File: src/rtl/fpu_op_sequencer.sv
// Single-issue floating-point instruction sequencer: resolves the rounding mode, reads operands,
// runs the FPU with a bounded wait, writes results back and keeps the sticky exception flags.
module fpu_op_sequencer #(
    parameter int unsigned TIMEOUT = 64
) (
    input  logic        clk,
    input  logic        n_rst,
    // Handshake: a request is taken on a rising edge where req_valid && req_ready.
    // req_ready is high only in IDLE; resp_valid is a one-cycle pulse in WB, qualified by resp_err.
    input  logic        req_valid,
    output logic        req_ready,
    input  logic [1:0]  req_op,
    input  logic [6:0]  req_funct7,
    input  logic [4:0]  req_rs1,
    input  logic [4:0]  req_rs2,
    input  logic [4:0]  req_rd,
    input  logic [2:0]  req_rm,
    input  logic [31:0] req_load_data,
    input  logic [2:0]  csr_frm,
    input  logic        fflags_clr,
    output logic [4:0]  rf_rs1,
    output logic [4:0]  rf_rs2,
    input  logic [31:0] rf_rs1_data,
    input  logic [31:0] rf_rs2_data,
    output logic        rf_wen,
    output logic [4:0]  rf_rd,
    output logic [31:0] rf_w_data,
    output logic        fpu_start,
    output logic [6:0]  fpu_funct7,
    output logic [2:0]  fpu_frm,
    output logic [31:0] fpu_op_a,
    output logic [31:0] fpu_op_b,
    input  logic [31:0] fpu_out,
    input  logic [4:0]  fpu_flags,
    input  logic        fpu_ready,
    output logic [4:0]  fflags,
    output logic        resp_valid,
    output logic        resp_err,
    output logic [31:0] resp_data,
    output logic [1:0]  dbg_state
);

    typedef enum logic [1:0] {
        S_IDLE = 2'd0,
        S_READ = 2'd1,
        S_EXEC = 2'd2,
        S_WB   = 2'd3
    } state_t;

    localparam logic [1:0] OP_ARITH = 2'b00;
    localparam logic [1:0] OP_LOAD  = 2'b01;
    localparam logic [1:0] OP_STORE = 2'b10;
    localparam logic [1:0] OP_RSVD  = 2'b11;
    localparam logic [7:0] LAST_CNT = 8'(TIMEOUT - 1);

    state_t      state, state_nxt;
    logic [1:0]  op_q;
    logic [6:0]  funct7_q;
    logic [4:0]  rs1_q, rs2_q, rd_q;
    logic [2:0]  frm_q;
    logic        err_q;
    logic [31:0] res_q;
    logic [4:0]  flg_q;
    logic [31:0] op_a_q, op_b_q;
    logic [7:0]  cnt_q;
    logic [4:0]  fflags_q;

    logic        accept;
    logic        rm_ok;
    logic [2:0]  frm_res;
    logic        wb_arith_ok;

    assign accept = req_valid && req_ready;

    // Dynamic mode (111) defers to the CSR, which must itself hold a defined mode.
    always_comb begin
        rm_ok   = 1'b0;
        frm_res = req_rm;
        if (req_rm == 3'b111) begin
            frm_res = csr_frm;
            rm_ok   = (csr_frm <= 3'b100);
        end else begin
            rm_ok   = (req_rm <= 3'b100);
        end
    end

    always_ff @(posedge clk or negedge n_rst) begin
        if (!n_rst) state <= S_IDLE;
        else        state <= state_nxt;
    end

    always_comb begin
        state_nxt   = state;
        req_ready   = 1'b0;
        fpu_start   = 1'b0;
        rf_wen      = 1'b0;
        rf_w_data   = 32'd0;
        resp_valid  = 1'b0;
        resp_err    = 1'b0;
        resp_data   = 32'd0;
        wb_arith_ok = 1'b0;
        case (state)
            S_IDLE: begin
                req_ready = 1'b1;
                if (req_valid) begin
                    case (req_op)
                        OP_ARITH: state_nxt = rm_ok ? S_READ : S_WB;
                        OP_LOAD:  state_nxt = S_WB;
                        OP_STORE: state_nxt = S_READ;
                        default:  state_nxt = S_WB;
                    endcase
                end
            end
            S_READ: begin
                state_nxt = (op_q == OP_STORE) ? S_WB : S_EXEC;
            end
            S_EXEC: begin
                fpu_start = (cnt_q == 8'd0);
                if (fpu_ready || cnt_q == LAST_CNT) state_nxt = S_WB;
            end
            S_WB: begin
                state_nxt   = S_IDLE;
                resp_valid  = 1'b1;
                resp_err    = err_q;
                rf_wen      = !err_q && (op_q == OP_ARITH || op_q == OP_LOAD);
                rf_w_data   = rf_wen ? res_q : 32'd0;
                resp_data   = (op_q == OP_STORE && !err_q) ? op_b_q : 32'd0;
                wb_arith_ok = !err_q && (op_q == OP_ARITH);
            end
            default: state_nxt = S_IDLE;
        endcase
    end

    always_ff @(posedge clk or negedge n_rst) begin
        if (!n_rst) begin
            op_q     <= OP_ARITH;
            funct7_q <= 7'd0;
            rs1_q    <= 5'd0;
            rs2_q    <= 5'd0;
            rd_q     <= 5'd0;
            frm_q    <= 3'd0;
            err_q    <= 1'b0;
            res_q    <= 32'd0;
            flg_q    <= 5'd0;
            op_a_q   <= 32'd0;
            op_b_q   <= 32'd0;
            cnt_q    <= 8'd0;
        end else begin
            if (accept) begin
                op_q     <= req_op;
                funct7_q <= req_funct7;
                rs1_q    <= req_rs1;
                rs2_q    <= req_rs2;
                rd_q     <= req_rd;
                frm_q    <= frm_res;
                err_q    <= (req_op == OP_RSVD) || (req_op == OP_ARITH && !rm_ok);
                cnt_q    <= 8'd0;
                if (req_op == OP_LOAD) res_q <= req_load_data;
            end
            if (state == S_READ) begin
                op_a_q <= rf_rs1_data;
                op_b_q <= rf_rs2_data;
            end
            if (state == S_EXEC) begin
                cnt_q <= cnt_q + 8'd1;
                if (fpu_ready) begin
                    res_q <= fpu_out;
                    flg_q <= fpu_flags;
                end else if (cnt_q == LAST_CNT) begin
                    err_q <= 1'b1;
                end
            end
        end
    end

    // A clear landing on an arith writeback keeps only that op's flags.
    always_ff @(posedge clk or negedge n_rst) begin
        if (!n_rst)          fflags_q <= 5'd0;
        else if (fflags_clr) fflags_q <= wb_arith_ok ? flg_q : 5'd0;
        else if (wb_arith_ok) fflags_q <= fflags_q | flg_q;
    end

    assign rf_rs1     = rs1_q;
    assign rf_rs2     = rs2_q;
    assign rf_rd      = rd_q;
    assign fpu_funct7 = funct7_q;
    assign fpu_frm    = frm_q;
    assign fpu_op_a   = op_a_q;
    assign fpu_op_b   = op_b_q;
    assign fflags     = fflags_q;
    assign dbg_state  = state;

endmodule

File: config.mk
export PLATFORM = sky130hd
export DESIGN_NAME = fpu_op_sequencer
export DESIGN_NICKNAME = d
export VERILOG_FILES = /design/src/rtl/fpu_op_sequencer.sv
export SDC_FILE = /design/constraint.sdc
export NUM_CORES = 1
export LEC_CHECK = 0
export ABC_AREA = 1
export BUFFER_PORTS_ARGS = -buffer_cell sky130_fd_sc_hd__clkbuf_2
export CORE_AREA = 2 2 129 131
export DETAILED_ROUTE_END_ITERATION = 12
export DIE_AREA = 0 0 131 133
export GPL_TIMING_DRIVEN = 0
export PLACE_DENSITY = 0.73
export SYNTH_ARGS = -nofsm -noshare
export SYNTH_HDL_FRONTEND = slang
export SYNTH_SLANG_ARGS = --single-unit
export TNS_END_PERCENT = 20
File: constraint.sdc
create_clock -name clk -period 2.35 [get_ports clk]
set_input_delay 0.235 -clock clk [delete_from_list [all_inputs] [get_ports clk]]
set_output_delay 0.235 -clock clk [all_outputs]
set_load 0.005 [all_outputs]
# Word level (Yosys, flattened, before mapping)
# Cells that the tools add are included.
# totals
register_bits,144
out_inout_bits,165
mem_bits_rw,0
romBits,0
input_bits,168
word_cells,79
latch_bits,0
n_memories,0
# op_classes
n_bitwise,1
magnitude_cmp,2
shift,0
reduce_logical,18
muxes,31
add_sub_neg,1
n_eq_ne,12
n_mul,0
div_mod_pow,0
# op_table
operator,n
$mux 32,8
$mux 8,2
$mux 5,3
$mux 1,12
$eq 2x2->1 const B,5
$add 8x1->8 const B,1
$eq 8x6->1 const B,1
$logic_not 8->1,1
$pmux 2 s4,1
$eq 2x1->1 const B,3
$le 3x3->1 const B,2
$logic_not 2->1,3
$mux 2,3
$logic_and 1x1->1,5
$or 5x5->5,1
$ne 2x2->1 const B,2
$pmux 2 s2,1
$reduce_and 2->1,2
$reduce_bool 2->1,2
$eq 3x3->1 const B,1
$logic_or 1x1->1,3
$mux 3,1
$logic_not 1->1,2

# Depth between registers and ports, before layout
# depth
depth_word,9
ltp_mapped,9
depth_no_buf,9

# Worst setup path before layout
# OpenSTA, ideal clock, no wires.
# synth_timing
path_kind,flip-flop to output port
start,"register state[0], in the netlist dbg_state[0]"
end,output port rf_w_data[0]
arrival_ns,1.333
path_stages_with_launch,7
path_buffers,1
slack_ns,0.782
required_ns,2.115
cell_sequence,dfrtp_1 ha_1 inv_1 nor3_4 inv_2 buf_2 nor2_1
# synth_via
elab_chain_len,2
# synth_lines
element,line,rtl
"start, declared",56,"state_t state, state_nxt;"
"start signal, assigned",89,else state <= state_nxt;
$eq 2x2->1,102,case (state)
$mux 32,102,
"end, declared",27,"output logic [31:0] rf_w_data,"
# No other way between the ends.

# Worst setup path in the final report
# layout_timing
start,"register state[0], in the netlist dbg_state[0]"
end,output port rf_w_data[29]
# Same word-level chain as after synthesis.

==> flow_metrics.tcl <==
set metrics [dict create \
    layout_common_cells "332 x clkbuf_2, 163 x nand2_1, 142 x dfrtp_1" \
    r2r_cells 8 \
    final.period_utilization_pct 94.4 \
    numPlacedInstances 1301 \
    die_area_mm2 0.0174 \
    timing.fmax_mhz 451 \
    report.final.hold_viol_count 0 \
    ys_warn_count 0 \
    fin_crit_ps 2220 \
    start_util_pct 40.7 \
    holdPathStages 3 \
    pre_cts_ws_ps 249 \
    ys_types 28 \
    crit_path_end_kind "primary output" \
    final_cells 1344 \
    met1_usage_pct 28.2 \
    status "completed" \
    reg2reg_to "res_q[19]" \
    grt_pass1_vias 6137 \
    holdPathEnd "rf_rs2[0]" \
    drc_errors 0 \
    rr_startpoint "dbg_state[0]" \
    cp.arrival_ps 1980 \
    finalNetCount 1286 \
    overflow 0 \
    dr.pass1.iters 7 \
    slew_headroom_pct 61.9 \
    synthCells 748 \
    worst_setup_path_start_kind "register" \
    setup_viol 0 \
    antenna_found_initial 0 \
    track_usage_pct 22.7 \
    r2r_slack_ps 500 \
    cp_max_fo 10 \
    ys_seq_area_share_pct 54.8 \
    syn_to_final_growth_pct 41.4 \
    place.gp.congestion 0.885 \
    ant_nets 0 \
    slew_viol_final 0 \
    cellLeakagePower_nw 5.11 \
    clkSinkCount 144 \
    grt_max_degree 78 \
    wl_per_cell_um 14.7 \
    ys.flop_type "dfrtp_1" \
    cts_tree "built" \
    vdd_ir_drop_max_mv 0.578 \
    fin_util_pct 57.5 \
    crit_required_ps 2120 \
    busiest_layer "met2" \
    h-tree-depth 4 \
    clockRootBuffer "clkbuf_16" \
    met2_usage_pct 38.0 \
    synth_async_sr_flop_share_pct 100 \
    cts.clk_slew.worst_paths_ps 60 \
    synth_fp_nets 923 \
    ioPinCount 333 \
    rows 47 \
    antenna_cells 0 \
    maxCapViolCount 0 \
    drive_above_1_share_pct 39.2 \
    clock_latency_ps 410 \
    grt_pass1_wl_um 30900 \
    vias 6374 \
    design_power_total_mw 11.8 \
    layout_commonest_cell "clkbuf_2" \
    synth.ff_latch_count 144 \
    setup_slack_ps 132 \
    fin_skew_ps 5.74 \
    avgSynthCellArea_um2 8.80 \
    tightest_slew_ps 571 \
    fin_hold_ws_ps 16.4 \
    p_per_area_mw_per_mm2 1270 \
    synth_edf_count 0 \
    critPathKind "reg2out" \
    hpwlAfterDp_um 14900 \
    fp.dieH_um 133 \
    hp-class "in2reg" \
    rsz0062_at_grt "false" \
    cts-buffers-inserted 17 \
    drtIter0Drc 376 \
    cts_buffer_depth 2 \
    coreArea_mm2 0.0162 \
    synth_area_mm2 0.00658 \
    via_per_inst 4.74 \
    numPortBuffers 332 \
    fp.dieW_um 131 \
    hp-start "req_rs2[0]" \
    wl_um 19700 \
    grtUsageMet3_pct 6.47 \
]
cell families after synthesis:
group	count (synthesis)	synth area share, %
and+or+nand+nor	328	21.0
DFF	144	54.8
buffers and inverters	141	8.80
AOI/OAI and AO/OA	91	7.78
muxes	37	6.33
adders and majority gates	7	1.33
layout make-up:
cell class              instances  area (um2)
plain buffers                  42         209
clock buffers                  19         453
clock inverters                13         185
fillers                      1488        6870
inverters                      99         372
multi-input cells             463        2400
flip-flops and latches        144        3610
well taps                     220         275
repair buffers                344        1800
cell usage after synthesis, drive strengths merged (7+ instances only):
master / number / area share [%]
nand2: 165 / 9.6
a31oi: 32 / 3.0
buf: 27 / 2.3
ha: 7 / 1.3
nand3: 45 / 3.4
o21ai: 50 / 3.8
inv: 98 / 5.6
dfrtp: 144 / 55
nor3: 38 / 3.1
clkbuf: 15 / 0.86
mux2: 37 / 6.3
nor2: 76 / 4.6
how the worst max path moves through the flow:
stage	start	end	slack (ps)
2_1_floorplan	dbg_state[0]	rf_w_data[0]	780
3_3_place_gp	n_rst	fpu_op_a[12]	-1400
4_1_cts	dbg_state[0]	rf_w_data[25]	70
3_5_place_dp	dbg_state[0]	rf_w_data[25]	250
6_report	dbg_state[0]	rf_w_data[29]	130
5_1_grt	dbg_state[0]	rf_w_data[29]	20
critical path: stages (launching register included):
cell,delay (ps)
dfrtp_2,440
ha_2,230
inv_2,110
nor3_4,220
inv_2,90
buf_2,200
nor2_1,150
clkbuf_2,130
per-stage QoR:
| step | TNS [ps] | cell area, um2 |
|---|---|---|
| after detailed placement | 0 | 8550 |
| after global placement | -200260 | 8520 |
| after CTS | 0 | 9290 |
| after global routing | 0 | 9310 |
| after floorplan | 0 | 6580 |
| final | 0 | 9310 |
metal layers:
metal | wire, um | vias to the layer above
li1 | - | 3117
met3 | 1310 | 28
met2 | 9960 | 227
met5 | 0 | -
met1 | 8130 | 3002
met4 | 321 | 0
timing repair:
action,CTS,global route
hold buffers,9,0
endpoints found under the setup margin,60,7
pin swaps,1,0
setup buffers,1,1
hold endpoints to repair,75,0
gates resized for setup,4,2
registers in the layout (all words and copies together) (netlist names):
signal	cells
fpu_op_a	32
fpu_op_b	32
res_q	32
cnt_q	8
fpu_funct7	7
fflags	5
flg_q	5
rf_rd	5
rf_rs1	5
rf_rs2	5
fpu_frm	3
dbg_state	2
op_q	2
err_q	1
power breakdown:
group          total, mW  switching (mW)  internal, mW
Sequential          4.39           0.696          3.69
Clock               2.91            1.07          1.84
Combinational       4.50            2.51          1.99
Total               11.8            4.28          7.52
Power figures use the tool's default switching activity.
